## src/rtl/packed_array_assembler.sv

```systemverilog
// ---------------------------------------------------------------------------
// packed_array_assembler
//
// Collects a serial stream of ELEM_W-bit elements into a packed word
// logic [NUM_ELEM-1:0][ELEM_W-1:0]. The first element of each word lands at
// the top index, so a consumer walking foreach(word[i]) from NUM_ELEM-1 down
// to 0 sees the elements in arrival order. One completed word is buffered on
// the output side. Both sides use valid/ready handshakes.
//
// Ports
//   clk        rising-edge clock
//   rst_n      asynchronous active-low reset
//   clear      synchronous abort of the partial word (highest priority after
//              reset); a completed word waiting on the output is kept
//   in_valid   producer presents in_elem
//   in_ready   assembler accepts an element this cycle (combinational)
//   in_elem    element value, sampled only on an input transfer
//   out_valid  out_word holds a complete word
//   out_ready  consumer takes out_word this cycle
//   out_word   packed word, element k at bits [k*ELEM_W +: ELEM_W]
//   fill_cnt   elements held in the partial word (0..NUM_ELEM-1)
// ---------------------------------------------------------------------------
module packed_array_assembler #(
  parameter int NUM_ELEM = 3,
  parameter int ELEM_W   = 4,
  localparam int CNT_W   = $clog2(NUM_ELEM + 1)
) (
  input  logic                       clk,
  input  logic                       rst_n,
  input  logic                       clear,
  input  logic                       in_valid,
  output logic                       in_ready,
  input  logic [ELEM_W-1:0]          in_elem,
  output logic                       out_valid,
  input  logic                       out_ready,
  output logic [NUM_ELEM*ELEM_W-1:0] out_word,
  output logic [CNT_W-1:0]           fill_cnt
);

  localparam int IDX_W = (NUM_ELEM > 1) ? $clog2(NUM_ELEM) : 1;
  localparam logic [CNT_W-1:0] LAST_CNT = CNT_W'(NUM_ELEM - 1);

  typedef logic [NUM_ELEM-1:0][ELEM_W-1:0] word_t;

  typedef enum logic {
    FILL = 1'b0,
    FULL = 1'b1
  } state_t;

  state_t state;
  word_t  shadow;
  word_t  word_q;
  logic   in_fire;
  logic   out_fire;

  // Writes elem into the slot for the pos-th arrival of a word. The n-th
  // arrival goes to index NUM_ELEM-1-n so arrival order reads top-down.
  function automatic word_t place(input word_t          word,
                                  input logic [CNT_W-1:0] pos,
                                  input logic [ELEM_W-1:0] elem);
    word_t           w;
    logic [CNT_W-1:0] slot;
    w    = word;
    slot = LAST_CNT - pos;
    w[IDX_W'(slot)] = elem;
    return w;
  endfunction

  // Handshake decode. in_ready also opens in FULL when the buffered word is
  // leaving this cycle, which lets the next word start without a bubble.
  assign out_fire = out_valid & out_ready;
  assign in_ready = (state == FILL) | out_fire;
  assign in_fire  = in_valid & in_ready;

  assign out_word = word_q;

  // Assembly and output buffer stage
  always_ff @(posedge clk or negedge rst_n) begin
    if (!rst_n) begin
      state     <= FILL;
      fill_cnt  <= '0;
      out_valid <= 1'b0;
      word_q    <= '0;
      shadow    <= '0;
    end else if (clear) begin
      // The partial word and any element offered this cycle are discarded.
      // A completed word is untouched but may still be consumed normally.
      fill_cnt <= '0;
      shadow   <= '0;
      if ((state == FULL) && out_fire) begin
        out_valid <= 1'b0;
        state     <= FILL;
      end
    end else begin
      case (state)
        FILL: begin
          if (in_fire) begin
            if (fill_cnt == LAST_CNT) begin
              word_q    <= place(shadow, fill_cnt, in_elem);
              out_valid <= 1'b1;
              fill_cnt  <= '0;
              shadow    <= '0;
              state     <= FULL;
            end else begin
              shadow   <= place(shadow, fill_cnt, in_elem);
              fill_cnt <= fill_cnt + CNT_W'(1);
            end
          end
        end
        FULL: begin
          if (out_fire) begin
            out_valid <= 1'b0;
            state     <= FILL;
            // Shadow is already zero here, so a simultaneous element simply
            // becomes the first arrival of the next word.
            if (in_valid) begin
              shadow   <= place('0, '0, in_elem);
              fill_cnt <= CNT_W'(1);
            end
          end
        end
        default: begin
          state <= FILL;
        end
      endcase
    end
  end

endmodule
```

## config.mk

```make
export PLATFORM = sky130hd
export DESIGN_NAME = packed_array_assembler
export DESIGN_NICKNAME = d
export VERILOG_FILES = /design/src/rtl/packed_array_assembler.sv
export SDC_FILE = /design/constraint.sdc
export NUM_CORES = 1
export LEC_CHECK = 0
export ABC_CLOCK_PERIOD_IN_PS = 1960
export BUFFER_PORTS_ARGS = -buffer_cell sky130_fd_sc_hd__buf_2
export CORE_UTILIZATION = 51
export DETAILED_ROUTE_END_ITERATION = 6
export PLACE_DENSITY_LB_ADDON = 0.25
export SETUP_SLACK_MARGIN = 0.05
export SYNTH_ARGS = -nofsm -noshare
export SYNTH_HDL_FRONTEND = slang
export SYNTH_SLANG_ARGS = --single-unit
export TNS_END_PERCENT = 30
```

## constraint.sdc

```tcl
create_clock -name clk -period 1.96 [get_ports clk]
set_input_delay 0.196 -clock clk [delete_from_list [all_inputs] [get_ports clk]]
set_output_delay 0.196 -clock clk [all_outputs]
set_load 0.1 [all_outputs]
```

==> results of run 1 <==
==> state kept, by name (all words and copies together), names as in the netlist <==
signal     cells
out_word      12
shadow         8
fill_cnt       2
out_valid      1
state          1
==> cell families after synthesis <==
logic type,after synthesis,synth area share [%]
flops,24,53.2
simple gates,23,11.2
compound gates,19,14.6
buf+inv,13,6.32
mux,12,14.6
==> worst paths after layout <==
kind	from	end	slack, ps	depth (start not counted)
hold / removal	clear	fill_cnt[1]$_DFFE_PN0P_	130	2
hold reg to reg	out_word[7]$_DFFE_PN0P_	out_word[7]$_DFFE_PN0P_	520	1
setup reg to reg	fill_cnt[0]$_DFFE_PN0P_	out_word[4]$_DFFE_PN0P_	110	3
max in group asynchronous	rst_n	fill_cnt[1]$_DFFE_PN0P_	1190	2
setup / recovery	fill_cnt[0]$_DFFE_PN0P_	out_word[4]$_DFFE_PN0P_	110	3
min in group asynchronous	rst_n	out_word[6]$_DFFE_PN0P_	370	2
==> power groups by stage <==
stage / Combinational, mW / Sequential, mW / Clock (mW)
finish: 1.12 / 0.716 / 0.358
floorplan: 0.400 / 1.26 / 0
CTS: 1.12 / 0.716 / 0.362
global route: 1.16 / 0.731 / 0.381
global placement: 1.11 / 0.714 / 0
detailed placement: 1.12 / 0.727 / 0
==> stage by stage <==
step / hold slack [ps] / cell area [sq um] / instances / utilization [%] / worst slack (ps)
4_1_cts: 130 / 1330 / 144 / 65.7 / 95.0
3_3_place_gp: 194 / 1260 / 139 / 62.6 / 172
2_1_floorplan: -99.6 / 1140 / 91 / - / 36.9
6_report: 132 / 1330 / 144 / 65.7 / 111
5_1_grt: 145 / 1330 / 144 / 65.7 / 54.0
3_5_place_dp: 207 / 1260 / 139 / 62.6 / 119
==> final cells by class <==
| type | instances | area (sq um) |
|---|---|---|
| timing repair buffer | 27 | 145 |
| inverter | 8 | 30.0 |
| fill | 168 | 694 |
| sequential | 24 | 609 |
| clock buffer | 3 | 22.5 |
| clock inverter | 1 | 30.0 |
| multi-input combinational | 54 | 457 |
| tap | 27 | 33.8 |
==> layout by cell type (no fill, tap or decap), drive strengths merged <==
master	Yosys	final
a32o	4	4
a21oi	3	3
inv	8	8
dfrtp	24	24
nor2b	2	2
nand2	9	9
nand3	4	4
o21ai	1	1
o32ai	4	4
o311a	1	1
and3	1	1
and2b	1	1
or3b	2	2
mux2	12	12
nor3	1	1
nor2	1	1
a221o	4	4
buf	3	26
a21bo	2	2
clkbuf	2	3
bufinv	0	1
nand2b	2	2
dlygate4sd3	0	1
==> routing by layer <==
| metal | share of wire, % | up-vias | track usage [%] |
|---|---|---|---|
| met1 | 44 | 406 | 26.2 |
| li1 | - | 381 | - |
| met5 | 0 | - | 0 |
| met2 | 50 | 31 | 35.9 |
| met3 | 4.4 | 4 | 2.80 |
| met4 | 1.5 | 0 | 10.3 |
==> timing repair <==
action | 4_1_cts | 5_1_grt
hold endpoints to repair | 24 | 0
resized for setup | 0 | 0
hold buffers | 1 | 0
==> impl_metrics.env, run 1 <==
export IMPL_result_of_the_run="finished, final reports clean"
export IMPL_cpLargestDelayFamily="simple AND/OR/NAND/NOR gates"
export IMPL_clock_insertion_delay_worst_skew_ps=320
export IMPL_yosys_register_bits=24
export IMPL_cp_slowest_cell="sky130_fd_sc_hd__or3b_1"
export IMPL_worstPathMaxFanout=13
export IMPL_synth_warn=0
export IMPL_path_clk_slew_ps=130
export IMPL_final_antenna_net_count=0
export IMPL_powerDensity_nw_per_um2=1650
export IMPL_seq_power_share_pct=32.6
export IMPL_insertedDiodeCount=0
export IMPL_detailedPlacementHpwl_microns=1640
export IMPL_synthArstFlopShare_pct=100
export IMPL_hp_class="in -> reg"
export IMPL_floorplan_die_area_sq_um=2400
export IMPL_finalClockSkew_ps=4.95
export IMPL_worstPathCellList="nor2b_4 -> or3b_1 -> mux2_4"
export IMPL_port_buffer_count=24
export IMPL_gp_congestion=0.845
export IMPL_crit_required_ps=2180
export IMPL_synthMostInstantiatedCell="sky130_fd_sc_hd__dfrtp_1"
export IMPL_setup_violations_final=0
export IMPL_detail_route_wl_per_cell_microns=15.8
export IMPL_clock_tree_from_tritoncts="yes"
export IMPL_synthTopCellsByArea="sky130_fd_sc_hd__dfrtp_1 53%, sky130_fd_sc_hd__mux2_4 11%, sky130_fd_sc_hd__mux2_2 4.0%"
export IMPL_worst_setup_path_start_kind="register"
export IMPL_mappedNetlistNets=100
export IMPL_rsz0062_at_grt="no"
export IMPL_start_util_pct=55.8
export IMPL_synth_area_sq_um=1130
export IMPL_vias_per_cell=5.71
export IMPL_overall_track_demand_over_capacity_in_global_routing_pct=21.1
export IMPL_hold_violations=0
export IMPL_intPower_mw=1.09
export IMPL_htreeDepth=1
export IMPL_total_of_max_cap_violations=0
export IMPL_netlist_area_leader_share_pct=53.2
export IMPL_most_frequently_used_flop_master_after_synthesis="sky130_fd_sc_hd__dfrtp_1"
export IMPL_clock_root_buffer="sky130_fd_sc_hd__clkbuf_4"
export IMPL_synthTopCellsByCount="24 x sky130_fd_sc_hd__dfrtp_1, 9 x sky130_fd_sc_hd__nand2_1, 8 x sky130_fd_sc_hd__inv_1, 8 x sky130_fd_sc_hd__mux2_4"
export IMPL_worst_slew_pin_slew_ps=698
export IMPL_antenna_found_initial=0
export IMPL_maxSlewHeadroom_pct=53.5
export IMPL_cts_sink_count=24
export IMPL_combinationalPowerShare_pct=51.1
export IMPL_number_of_global_route_vias_before_repair=835
export IMPL_timing_worst_setup_path_type="reg -> reg"
export IMPL_cts_buffers_inserted=3
export IMPL_total_leakage_power_nw=0.695
export IMPL_postCtsSetupBuffers=0
export IMPL_synth_seq_area_share_pct=53.2
export IMPL_netlist_top_cell_by_area="sky130_fd_sc_hd__dfrtp_1"
export IMPL_grt_start_max_net_pins=25
export IMPL_fmaxAchievable_ghz=0.541
export IMPL_die_width_microns=49.0
export IMPL_netlist_instances=91
export IMPL_io_pins=25
export IMPL_switchingPower_mw=1.11
export IMPL_synth_edff_count=0
export IMPL_final_min_clock_period_ps=1850
export IMPL_synth_cell_type_count=24
export IMPL_vias=822
export IMPL_dieHeight_microns=49.0
export IMPL_setup_total_negative_slack_ps=0
export IMPL_synth_avg_cell_area_sq_um=12.4
export IMPL_grt_first_pass_wirelength_microns=3780
export IMPL_cts_root_to_sink_buffers=2
export IMPL_peakVddDrop_mv=1.03
export IMPL_drt_wl_total_microns=2270
export IMPL_power_mw=2.20
export IMPL_crit_arrival_ps=2070
export IMPL_rows=16
export IMPL_dr_pass1_iters=4
export IMPL_timing_critical_path_buf_inv=0
export IMPL_nets=127
export IMPL_final_max_slew_viol_count=0
export IMPL_detail_route_drc_violations=0
export IMPL_syn2layout_area_growth_pct=17.6
export IMPL_detailedRoute_firstIterationViolations=22
export IMPL_power_frac_clock_pct=16.3
export IMPL_delay_of_the_slowest_cell_on_the_worst_path_ps=660
export IMPL_placeableCoreArea_sq_um=2020
export IMPL_power_share_switching_pct=50.5
export IMPL_grt_overflow_total=0
export IMPL_final_layout_size_suffix_gt1_share_pct=41.9
export IMPL_period_utilization_post_route_pct=94.3
export IMPL_worstSetupEndpointType="register"
No activity file was read; power rests on OpenSTA's default activity.
==> inputs of run 2 (changes only) <==
--- a/config.mk
+++ b/config.mk
@@ -5,9 +5,10 @@
 export SDC_FILE = /design/constraint.sdc
 export NUM_CORES = 1
 export LEC_CHECK = 0
+export ABC_AREA = 1
 export ABC_CLOCK_PERIOD_IN_PS = 1960
 export BUFFER_PORTS_ARGS = -buffer_cell sky130_fd_sc_hd__buf_2
-export CORE_UTILIZATION = 51
+export CORE_UTILIZATION = 54
 export DETAILED_ROUTE_END_ITERATION = 6
 export PLACE_DENSITY_LB_ADDON = 0.25
 export SETUP_SLACK_MARGIN = 0.05
==> impl_metrics.env, run 2 <==
export IMPL_drt_wl_total_microns=2660
export IMPL_insertedDiodeCount=0
export IMPL_most_frequently_used_flop_master_after_synthesis="sky130_fd_sc_hd__dfrtp_1"
export IMPL_detailedRoute_firstIterationViolations=44
export IMPL_synth_warn=0
export IMPL_startpoint="fill_cnt[0]$_DFFE_PN0P_"
export IMPL_worst_r2r_setup_slack_ps=290
export IMPL_rows=17
export IMPL_clock_tree_from_tritoncts="yes"
export IMPL_detail_route_wl_per_cell_microns=11.8
export IMPL_combinationalPowerShare_pct=55.2
export IMPL_hold_violations=0
export IMPL_setup_total_negative_slack_ps=0
export IMPL_antenna_found_initial=0
export IMPL_power_share_switching_pct=56.2
export IMPL_synth_edff_count=0
export IMPL_cts_buffers_inserted=3
export IMPL_gp_congestion=0.900
export IMPL_overall_track_demand_over_capacity_in_global_routing_pct=23.5
export IMPL_final_min_clock_period_ps=1670
export IMPL_synthTopCellsByArea="sky130_fd_sc_hd__dfrtp_1 52%, sky130_fd_sc_hd__nand2_1 21%, sky130_fd_sc_hd__inv_1 4.7%"
export IMPL_final_antenna_net_count=0
export IMPL_start_util_pct=59.0
export IMPL_timing_worst_setup_path_type="reg -> reg"
export IMPL_grt_first_pass_wirelength_microns=4660
export IMPL_dieHeight_microns=52.1
export IMPL_switchingPower_mw=1.30
export IMPL_worst_slew_pin_slew_ps=595
export IMPL_path_clk_slew_ps=140
export IMPL_worst_setup_path_start_kind="register"
export IMPL_synth_area_sq_um=1360
export IMPL_mostFrequentLayoutCell="sky130_fd_sc_hd__nand2_1"
export IMPL_fmaxAchievable_ghz=0.600
export IMPL_netlist_instances=172
export IMPL_total_leakage_power_nw=0.902
export IMPL_io_pins=25
export IMPL_critPathCapture="out_word[6]$_DFFE_PN0P_"
export IMPL_vias_per_cell=5.04
export IMPL_number_of_global_route_vias_before_repair=1093
export IMPL_vias=1138
export IMPL_result_of_the_run="finished, final reports clean"
export IMPL_power_mw=2.31
export IMPL_htreeDepth=1
export IMPL_crit_arrival_ps=1930
export IMPL_seq_power_share_pct=34.3
export IMPL_delay_of_the_slowest_cell_on_the_worst_path_ps=450
export IMPL_hp_class="in -> reg"
export IMPL_crit_required_ps=2230
export IMPL_yosys_register_bits=28
export IMPL_intPower_mw=1.01
export IMPL_grt_start_max_net_pins=29
export IMPL_synthMostInstantiatedCell="sky130_fd_sc_hd__nand2_1"
export IMPL_detailedPlacementHpwl_microns=2080
export IMPL_cp_slowest_cell="sky130_fd_sc_hd__dfrtp_1"
export IMPL_final_max_slew_viol_count=0
export IMPL_syn2layout_area_growth_pct=11.7
export IMPL_detail_route_drc_violations=0
export IMPL_synthArstFlopShare_pct=100
export IMPL_synth_seq_area_share_pct=51.7
export IMPL_cts_repair_resize_count=0
export IMPL_timing_critical_path_buf_inv=3
export IMPL_worstSetupEndpointType="register"
export IMPL_mappedNetlistNets=181
export IMPL_total_of_max_cap_violations=0
export IMPL_worstPathCellList="inv_2 -> nand2_2 -> inv_2 -> nand3_2 -> inv_1 -> nand2_1 -> nand2_1"
export IMPL_clock_root_buffer="sky130_fd_sc_hd__clkbuf_4"
export IMPL_finalClockSkew_ps=5.49
export IMPL_reg2reg_to="out_word[6]$_DFFE_PN0P_"
export IMPL_setup_violations_final=0
export IMPL_placeableCoreArea_sq_um=2300
export IMPL_maxSlewHeadroom_pct=60.3
export IMPL_grt_overflow_total=0
export IMPL_rsz0062_at_grt="no"
export IMPL_layout_cells_non_filler=226
export IMPL_synth_cell_type_count=17
export IMPL_cts_root_to_sink_buffers=2
export IMPL_floorplan_die_area_sq_um=2720
export IMPL_peakVddDrop_mv=1.36
export IMPL_layout_cells_most_common_list="77 x sky130_fd_sc_hd__nand2_1, 27 x sky130_fd_sc_hd__dfrtp_1, 24 x sky130_fd_sc_hd__buf_2"
export IMPL_synthTopCellsByCount="77 x sky130_fd_sc_hd__nand2_1, 28 x sky130_fd_sc_hd__dfrtp_1, 17 x sky130_fd_sc_hd__inv_1"
export IMPL_cts_sink_count=28
export IMPL_die_width_microns=52.1
export IMPL_timing_reg2reg_worst_path_depth=7
export IMPL_final_layout_size_suffix_gt1_share_pct=21.2
export IMPL_dp_cells=221
export IMPL_port_buffer_count=24
export IMPL_cpLargestDelayFamily="simple AND/OR/NAND/NOR gates"
export IMPL_netlist_top_cell_by_area="sky130_fd_sc_hd__dfrtp_1"
export IMPL_synth_avg_cell_area_sq_um=7.89
export IMPL_dr_pass1_iters=4
export IMPL_powerDensity_nw_per_um2=1530
export IMPL_period_utilization_post_route_pct=85.1
export IMPL_power_frac_clock_pct=10.5
export IMPL_worstPathMaxFanout=23
export IMPL_clock_insertion_delay_worst_skew_ps=320
export IMPL_critical_path_depth=7
export IMPL_netlist_area_leader_share_pct=51.7
export IMPL_timing_rr_start="fill_cnt[0]$_DFFE_PN0P_"
export IMPL_nets=208
[run 2: cell count changes after synthesis, moves of 5 or more]
cell,previous run,this run
sky130_fd_sc_hd__inv_1,8,17
sky130_fd_sc_hd__mux2_4,8,0
sky130_fd_sc_hd__nand2_1,9,77
sky130_fd_sc_hd__nand3_1,4,9
sky130_fd_sc_hd__nor2_1,1,10
sky130_fd_sc_hd__o21ai_0,1,8
[run 2: cell type report]
cell class | instances | area [sq um]
clock buffers | 4 | 26.3
fillers | 207 | 782
inverters | 20 | 75.1
multi-input cells | 121 | 547
flip-flops and latches | 28 | 702
well taps | 28 | 35.0
repair buffers | 25 | 130
[run 2: cell families after synthesis]
| kind of cell | Yosys count | synth area share [%] |
|---|---|---|
| flops | 28 | 51.7 |
| simple gates | 102 | 31.2 |
| buf+inv | 23 | 8.03 |
| compound gates | 19 | 9.13 |
[run 2: worst min-delay path by stage]
stage | start | to | depth (start not counted)
global placement | rst_n | out_word[1]$_DFFE_PN0P_ | 1
detailed placement | rst_n | out_word[2]$_DFFE_PN0P_ | 1
global route | out_ready | out_valid$_DFFE_PN0P_ | 4
floorplan | rst_n | fill_cnt[0]$_DFFE_PN0P_ | 0
finish | out_ready | out_valid$_DFFE_PN0P_ | 4
CTS | out_ready | out_valid$_DFFE_PN0P_ | 4
[run 2: what timing repair did]
item / CTS / global route
endpoints found under the hold margin: 28 / 0
buffers inserted: 0 / 0
hold buffers: 1 / 0
[run 2: worst min-delay path, delay by kind of cell]
family,cells,cell delay [ps]
buffers and inverters,1,90
AND/OR/NAND/NOR,3,150
[run 2: through the flow]
| step | hold slack, ps | instance area (sq um) | setup WS [ps] | util (%) |
|---|---|---|---|---|
| 4_1_cts | 125 | 1520 | 300 | 66.0 |
| 3_5_place_dp | 234 | 1480 | 343 | 64.4 |
| 2_1_floorplan | -99.6 | 1360 | 137 | - |
| 3_3_place_gp | 229 | 1480 | 446 | 64.4 |
| 6_report | 125 | 1520 | 292 | 66.0 |
| 5_1_grt | 160 | 1520 | 126 | 66.0 |
[run 2: layer usage]
layer	vias to the layer above	global-route usage (%)	share of wire (%)
met5	-	0	0
met3	4	2.63	4.0
met1	522	30.2	48
li1	579	-	-
met2	33	40.8	47
met4	0	7.66	0.94
[run 2: power groups by stage]
stage / clock network (mW) / registers [mW] / logic, mW
after floorplan: 0 / 1.45 / 0.422
after global placement: 0 / 0.802 / 1.26
after detailed placement: 0 / 0.807 / 1.27
after CTS: 0.244 / 0.795 / 1.28
after global routing: 0.263 / 0.816 / 1.36
final: 0.243 / 0.795 / 1.28
